File: config.mk
export PLATFORM = sky130hd
export DESIGN_NAME = axis_stereo_source_arbiter
export DESIGN_NICKNAME = d
export VERILOG_FILES = /design/src/rtl/axis_audio_pkg.sv /design/src/rtl/axis_reg_slice.sv /design/src/rtl/axis_stereo_source_arbiter.sv
export SDC_FILE = /design/constraint.sdc
export NUM_CORES = 1
export LEC_CHECK = 0
export CAP_MARGIN = 20
export CORE_MARGIN = 2
export CORE_UTILIZATION = 42
export DETAILED_ROUTE_END_ITERATION = 8
export GPL_TIMING_DRIVEN = 1
export PLACE_DENSITY = 0.92
export SLEW_MARGIN = 10
export SYNTH_ARGS = -nofsm -noshare
export SYNTH_HDL_FRONTEND = slang
export SYNTH_SLANG_ARGS = --single-unit
export TNS_END_PERCENT = 30
File: constraint.sdc
create_clock -name axis_clk -period 2.6 [get_ports axis_clk]
set_clock_uncertainty 0.1 [all_clocks]
set_input_delay 0.39 -clock axis_clk [delete_from_list [all_inputs] [get_ports axis_clk]]
set_output_delay 0.39 -clock axis_clk [all_outputs]
set_load 0.1 [all_outputs]
File: src/rtl/axis_audio_pkg.sv
// Shared types and constants for the AXIS stereo audio path.
// A frame is a left beat followed by a right beat; last=1 marks the right channel.
package axis_audio_pkg;

  localparam int DATA_WIDTH = 24;

  typedef enum logic {
    EXP_LEFT  = 1'b0,
    EXP_RIGHT = 1'b1
  } chan_t;

  localparam logic LAST_RIGHT = 1'b1;

endpackage

File: src/rtl/axis_reg_slice.sv
// Single-entry AXIS output register carrying data and last.
// A new beat may load in the same cycle that the held beat is consumed, so there is no bubble.
module axis_reg_slice #(
  parameter int DATA_WIDTH = 24
) (
  input  logic                  axis_clk,
  input  logic                  reset,
  input  logic [DATA_WIDTH-1:0] in_data,
  input  logic                  in_last,
  input  logic                  in_valid,
  output logic                  in_ready,
  output logic [DATA_WIDTH-1:0] out_data,
  output logic                  out_last,
  output logic                  out_valid,
  input  logic                  out_ready
);

  assign in_ready = !out_valid || out_ready;

  always_ff @(posedge axis_clk or posedge reset) begin
    if (reset) begin
      out_data  <= '0;
      out_last  <= 1'b0;
      out_valid <= 1'b0;
    end else if (in_valid && in_ready) begin
      out_data  <= in_data;
      out_last  <= in_last;
      out_valid <= 1'b1;
    end else if (out_ready) begin
      out_valid <= 1'b0;
    end
  end

endmodule

File: src/rtl/axis_stereo_source_arbiter.sv
// Two-source AXIS arbiter for the I2S2 TX stream: switches sources only between frames,
// re-pairs broken left/right framing, counts those events and optionally mutes the data.
module axis_stereo_source_arbiter
  import axis_audio_pkg::*;
#(
  parameter int DATA_WIDTH  = axis_audio_pkg::DATA_WIDTH,
  parameter int DRAIN_UNSEL = 1,
  parameter int ERR_WIDTH   = 8
) (
  input  logic                  axis_clk,
  input  logic                  reset,
  input  logic                  sel,
  input  logic                  mute,
  input  logic [DATA_WIDTH-1:0] s0_axis_data,
  input  logic                  s0_axis_valid,
  output logic                  s0_axis_ready,
  input  logic                  s0_axis_last,
  input  logic [DATA_WIDTH-1:0] s1_axis_data,
  input  logic                  s1_axis_valid,
  output logic                  s1_axis_ready,
  input  logic                  s1_axis_last,
  output logic [DATA_WIDTH-1:0] m_axis_data,
  output logic                  m_axis_valid,
  input  logic                  m_axis_ready,
  output logic                  m_axis_last,
  output logic                  grant,
  output logic [ERR_WIDTH-1:0]  err_count
);

  localparam logic DRAIN = (DRAIN_UNSEL != 0);

  logic                  sel_meta, sel_s, mute_meta, mute_s;
  chan_t                 state, state_next;
  logic [DATA_WIDTH-1:0] g_data, push_data;
  logic                  g_valid, g_last, slice_ready, accept;
  logic                  push, push_last, err_inc;

  // sel and mute are free-running switch inputs, so both go through two flops
  always_ff @(posedge axis_clk or posedge reset) begin
    if (reset) begin
      sel_meta  <= 1'b0;
      sel_s     <= 1'b0;
      mute_meta <= 1'b0;
      mute_s    <= 1'b0;
    end else begin
      sel_meta  <= sel;
      sel_s     <= sel_meta;
      mute_meta <= mute;
      mute_s    <= mute_meta;
    end
  end

  assign g_data  = grant ? s1_axis_data  : s0_axis_data;
  assign g_valid = grant ? s1_axis_valid : s0_axis_valid;
  assign g_last  = grant ? s1_axis_last  : s0_axis_last;
  assign accept  = g_valid && slice_ready;

  assign s0_axis_ready = !reset && (grant ? DRAIN : slice_ready);
  assign s1_axis_ready = !reset && (grant ? slice_ready : DRAIN);

  always_ff @(posedge axis_clk or posedge reset) begin
    if (reset) state <= EXP_LEFT;
    else       state <= state_next;
  end

  always_comb begin
    state_next = state;
    if (accept) begin
      case (state)
        EXP_LEFT:  if (g_last != LAST_RIGHT) state_next = EXP_RIGHT;
        EXP_RIGHT: state_next = EXP_LEFT;
        default:   state_next = EXP_LEFT;
      endcase
    end
  end

  // An orphan right beat is swallowed; a second left beat closes the frame as a right beat
  always_comb begin
    push      = 1'b0;
    push_last = 1'b0;
    err_inc   = 1'b0;
    if (accept) begin
      case (state)
        EXP_LEFT: begin
          if (g_last == LAST_RIGHT) err_inc = 1'b1;
          else                      push    = 1'b1;
        end
        EXP_RIGHT: begin
          push      = 1'b1;
          push_last = LAST_RIGHT;
          err_inc   = (g_last != LAST_RIGHT);
        end
        default: ;
      endcase
    end
  end

  // Switching only between frames keeps a frame from mixing two producers
  always_ff @(posedge axis_clk or posedge reset) begin
    if (reset)                             grant <= 1'b0;
    else if (state == EXP_LEFT && !accept) grant <= sel_s;
  end

  always_ff @(posedge axis_clk or posedge reset) begin
    if (reset)                             err_count <= '0;
    else if (err_inc && err_count != '1)   err_count <= err_count + ERR_WIDTH'(1);
  end

  assign push_data = mute_s ? '0 : g_data;

  axis_reg_slice #(
    .DATA_WIDTH(DATA_WIDTH)
  ) u_out_slice (
    .axis_clk (axis_clk),
    .reset    (reset),
    .in_data  (push_data),
    .in_last  (push_last),
    .in_valid (push),
    .in_ready (slice_ready),
    .out_data (m_axis_data),
    .out_last (m_axis_last),
    .out_valid(m_axis_valid),
    .out_ready(m_axis_ready)
  );

endmodule
==> results of run 1 <==
## final cells by class
class | count | area [µm²]
fillers | 385 | 1630
multi-input cells | 119 | 1020
flip-flops and latches | 40 | 1000
repair buffers | 96 | 898
well taps | 67 | 83.8
clock buffers | 7 | 76.3
inverters | 3 | 11.3
clock inverters | 1 | 5.00
## flip-flops by register name, summed over array words and instances, names as in the netlist
register               flops
u_out_slice.out_last       1
err_count                  8
u_out_slice.out_valid      1
mute_meta                  1
mute_s                     1
u_out_slice.out_data      24
sel_s                      1
grant                      1
state                      1
sel_meta                   1
## cell usage after synthesis
| cell type | number | area (µm²) |
|---|---|---|
| nand2b_1 | 2 | 12.5 |
| and2_4 | 1 | 8.76 |
| o21ai_0 | 1 | 5.00 |
| a21oi_1 | 1 | 5.00 |
| mux2i_1 | 25 | 250 |
| mux2_4 | 20 | 300 |
| nand3_1 | 3 | 15.0 |
| inv_1 | 3 | 11.3 |
| clkbuf_1 | 2 | 7.51 |
| or2_2 | 1 | 6.26 |
| xnor2_1 | 1 | 8.76 |
| nor2b_1 | 3 | 18.8 |
| buf_6 | 3 | 33.8 |
| nor3_1 | 1 | 5.00 |
| nand4_1 | 3 | 18.8 |
| nand2_1 | 6 | 22.5 |
| nor2_1 | 30 | 113 |
| ha_1 | 3 | 37.5 |
| mux2_2 | 11 | 124 |
| buf_2 | 3 | 15.0 |
| xor2_1 | 3 | 26.3 |
| dfrtp_1 | 40 | 1000 |
| and3_1 | 4 | 25.0 |
## worst reg2reg max path: stages, from the launching register on
cell	delay [ns]
dfrtp_4	0.54
mux2i_1	0.16
ha_1	0.30
and3_1	0.21
nor2b_1	0.24
mux2_2	0.36
## how the worst max path moves through the flow
stage | from | end | slack [ns]
after detailed placement | s1_axis_last | err_count[1]$_DFFE_PP0P_ | 0.33
after CTS | grant$_DFFE_PP0P_ | s0_axis_ready | 0.45
after global placement | s1_axis_last | err_count[1]$_DFFE_PP0P_ | 0.39
final | grant$_DFFE_PP0P_ | s0_axis_ready | 0.47
after floorplan | grant$_DFFE_PP0P_ | u_out_slice.out_data[0]$_DFFE_PP0P_ | 0.07
after global routing | grant$_DFFE_PP0P_ | s0_axis_ready | 0.38
## stage by stage
step	hold slack [ns]	setup slack [ns]	instances	cell area [µm²]
final	0.250	0.469	333	3100
after global routing	0.273	0.379	333	3100
after CTS	0.252	0.451	333	3100
after detailed placement	0.236	0.334	325	3010
after global placement	0.232	0.391	325	3010
after floorplan	0.231	0.0683	170	2080
## routing by layer
layer / global-route usage, % / vias up / share of wire [%]
li1: - / 773 / -
met1: 21.2 / 755 / 41
met5: 0 / - / 0
met3: 3.79 / 6 / 6.2
met4: 5.36 / 0 / 1.6
met2: 31.8 / 61 / 51
## kinds of logic (layout without fill, tap and decap cells)
| kind of cell | after synthesis | in the layout | share of synthesized area (%) |
|---|---|---|---|
| XOR/XNOR | 4 | 4 | 1.69 |
| AND/OR/NAND/NOR | 54 | 54 | 11.8 |
| AO/OA/AOI/OAI | 2 | 2 | 0.483 |
| flip-flops | 40 | 40 | 48.3 |
| multiplexers | 56 | 56 | 32.6 |
| adder cells (fa/ha/maj) | 3 | 3 | 1.81 |
| buffers and inverters | 11 | 107 | 3.26 |
==> results_dict.tcl, run 1 <==
set metrics [dict create \
    grt_first_pass_wirelength_mm 7.49 \
    ant_nets 0 \
    clkTransAtPathRegs_ns 0.07 \
    post-route-period-util_pct 82.0 \
    hold_viol 0 \
    drc 0 \
    ys_ff_latch 40 \
    clock_path_buffers 2 \
    synth.distinct_cells 23 \
    rsz0062_at_grt "false" \
    r2r-start "grant$_DFFE_PP0P_" \
    min_to "mute_s$_DFF_PP0_" \
    grt_antenna_before_repair 0 \
    worstPathCellList "buf_4 > nor2_1 > nor2_2 > buf_12" \
    dr.pass1.iters 6 \
    slew_violations 0 \
    cp.required_ns 2.11 \
    maxCapViolations 0 \
    utilization_pct 65.5 \
    postCtsSetupBuffers 0 \
    final_common_cell "clkdlybuf4s50_1" \
    path_class "flip-flop to primary output" \
    fmax_mhz 469 \
    postCtsResizedCells 0 \
    syn_area_per_cell_um2 12.2 \
    grt_pass1_vias 1669 \
    crit_path_end_kind "primary output" \
    worstHoldStart "mute_meta$_DFF_PP0_" \
    cpPeakStageDelay_ns 0.49 \
    reg2reg_setup_slack_ns 0.58 \
    cts_made_buffers 5 \
    gpl.final_weighted_congestion 0.831 \
    worst_pin_slew_ns 0.775 \
    routed_via_density 4.79 \
    path_delay_family "buffers and inverters" \
    synth_area_um2 2070 \
    clock_latency_ns 0.28 \
    num_antenna_cells 0 \
    syn2layout_area_growth_pct 49.5 \
    cts_hold_buf 0 \
    grt_start_max_net_pins 27 \
    root_buffer "clkbuf_8" \
    synth_seq_area_share_pct 48.3 \
    num_vias 1595 \
    htreeDepth 2 \
    gr-total-overflow 0 \
    syn_nets 230 \
    cp.depth 4 \
    routed_wl_mm 4.55 \
    ios 94 \
    relSlewSlack_pct 48.3 \
    row_count 25 \
    r2r-end "err_count[1]$_DFFE_PP0P_" \
    cp.arrival_ns 1.64 \
    status "finished clean" \
    netlist_instances 170 \
    hold_path.class "flip-flop to flip-flop" \
    drive_gt1_share_pct 31.2 \
    gr-usage-all-layers_pct 17.7 \
    slowest_stage "dfrtp_4" \
    port_buffers 93 \
    start_util_pct 43.8 \
    wire_per_inst_um 13.7 \
    fp.dieW_um 74.2 \
    clock-sinks 40 \
    cts_tree "yes" \
    fin_crit_ns 2.13 \
    die_area_um2 5510 \
    hold_path_depth 0 \
    critPathLaunchType "flip-flop" \
    ff2ff_path_depth 5 \
    final.setup.tns_ns 0 \
    final_cell_mix "56 x clkdlybuf4s50_1, 39 x dfrtp_1, 37 x buf_4" \
    nNetsFinal 325 \
    setup-violations-final 0 \
    drtIter0Drc 45 \
    yosysWarningCount 0 \
    core_area_um2 4720 \
    critPathBufInv 2 \
    cp_max_fo 24 \
    dieHeight_um 74.2 \
    dp_hpwl_mm 3.46 \
]
Power of run 1 is left out: the tool's default activity adds up to more than one toggle a clock period on the data nets, which glitch-free logic cannot reach.
==> run 2: changes to the inputs <==
==> constraint.sdc (replaced) <==
create_clock -name axis_clk -period 2.03 [get_ports axis_clk]
set_clock_uncertainty 0.1 [all_clocks]
set_input_delay 0.3045 -clock axis_clk [delete_from_list [all_inputs] [get_ports axis_clk]]
set_output_delay 0.3045 -clock axis_clk [all_outputs]
set_load 0.1 [all_outputs]
==> run 2 against run 1 <==
  * Final area grew 3.1%
  * Count of clock-buffer cells in the layout is 1 lower
  * First-iteration DRC count up 44%
  * Core utilization up 2.0 points
  * Final cell count is 1.5% higher
  * Global-route usage down 0.13 points
==> results_dict.tcl, run 2 (synthesis results as in run 1) <==
set metrics [dict create \
    final_common_cell "clkdlybuf4s50_1" \
    dp_cells 332 \
    port_buffers 93 \
    gpl.final_weighted_congestion 0.834 \
    finalWorstSetupSlack_ns 0.0980 \
    largest_reg_flops 24 \
    hold_viol 0 \
    routed_via_density 4.73 \
    dp_slack_ns -0.0912 \
    ios 94 \
    worst_pin_slew_ns 0.334 \
    grt_start_max_net_pins 25 \
    row_count 25 \
    dieHeight_um 74.2 \
    dr.pass1.iters 4 \
    post-route-period-util_pct 95.2 \
    grt_first_pass_wirelength_mm 7.42 \
    wl_met3_um 303 \
    rsz0062_at_grt "false" \
    status "finished clean" \
    met2_length_mm 2.36 \
    root_buffer "clkbuf_8" \
    maxCapViolations 0 \
    die_area_um2 5510 \
    crit_path_end_kind "primary output" \
    wire_per_inst_um 13.7 \
    grt_pass1_vias 1642 \
    core_area_um2 4720 \
    cts_made_buffers 5 \
    fp.dieW_um 74.2 \
    wl_met1_mm 1.94 \
    relSlewSlack_pct 77.6 \
    postCtsResizedCells 0 \
    fin_crit_ns 1.93 \
    drc 0 \
    num_vias 1599 \
    clock_path_buffers 2 \
    cts_tree "yes" \
    critPathLaunchType "input pin" \
    fin_cells 338 \
    dp_hpwl_mm 3.63 \
    final_area_um2 3190 \
    maxUsedRoutingLayer "met4" \
    gr-usage-all-layers_pct 17.5 \
    routed_wl_mm 4.63 \
    dpl_cell_area_um2 3120 \
    cp.required_ns 1.63 \
    ant_nets 0 \
    drtIter0Drc 65 \
    n_fill_cell 349 \
    slew_violations 0 \
    drive_gt1_share_pct 33.2 \
    fmax_mhz 518 \
    htreeDepth 2 \
    clock-sinks 40 \
    gr-total-overflow 0 \
    hold_path.class "flip-flop to flip-flop" \
    setup-violations-final 0 \
    start_util_pct 43.8 \
    cts_hold_buf 0 \
    postCtsSetupBuffers 0 \
    cp.arrival_ns 1.53 \
    num_antenna_cells 0 \
    grt_antenna_before_repair 0 \
    final_cell_mix "56 x clkdlybuf4s50_1, 40 x buf_4, 39 x dfrtp_1" \
    clkTransAtPathRegs_ns 0.07 \
    final.setup.tns_ns 0 \
    nNetsFinal 332 \
    clock_latency_ns 0.28 \
    top_regs "u_out_slice.out_data x24, err_count x8" \
    largest_register "u_out_slice.out_data" \
    cp_max_fo 2 \
    syn2layout_area_growth_pct 54.1 \
    path_class "input pin to primary output" \
]
-- run 2: cell count changes in the layout (fill, tap and decap cells not counted) --
cell and delta:
buf_12 +4, clkbuf_1 -1, ha_2 +1, clkinv_2 -1, ha_1 -1, buf_4 +3
-- run 2: metal layers --
layer	GRT usage, %	up-vias
met3	3.93	4
met5	0	-
met4	5.56	0
met1	21.2	764
met2	31.3	49
li1	-	782
-- run 2: metrics by stage --
| step | utilization (%) | hold slack [ns] |
|---|---|---|
| 6_report | 67.6 | 0.250 |
| 2_1_floorplan | - | 0.231 |
| 3_3_place_gp | 66.0 | 0.233 |
| 3_5_place_dp | 66.0 | 0.235 |
| 5_1_grt | 67.6 | 0.256 |
| 4_1_cts | 67.6 | 0.251 |
-- run 2: final timing paths --
check / from / endpoint / slack (ns) / cells after the start
worst max-delay path: m_axis_ready / s0_axis_ready / 0.1 / 7
worst min register to register: sel_meta$_DFF_PP0_ / sel_s$_DFF_PP0_ / 0.25 / 0
min in group asynchronous: reset / err_count[5]$_DFFE_PP0P_ / 0.26 / 2
worst min-delay path: sel_meta$_DFF_PP0_ / sel_s$_DFF_PP0_ / 0.25 / 0
worst max register to register: grant$_DFFE_PP0P_ / err_count[1]$_DFFE_PP0P_ / 0.1 / 5
max in group asynchronous: reset / grant$_DFFE_PP0P_ / 1.11 / 3
-- run 2: critical path: stages --
cell	delay (ns)
clkdlybuf4s50_1	0.43
nand2b_1	0.18
buf_4	0.14
buf_4	0.13
nor2_1	0.11
nor2_2	0.06
buf_12	0.16
-- run 2: final cells by class --
cell class	count	area [µm²]	share of cell area (%)
multi-input combinational	119	1020	31.9
sequential	40	1000	31.5
timing repair buffer	103	1000	31.4
tap	67	83.8	2.63
clock buffer	6	72.6	2.27
inverter	3	11.3	0.353
Power of run 2 is left out for the same reason.
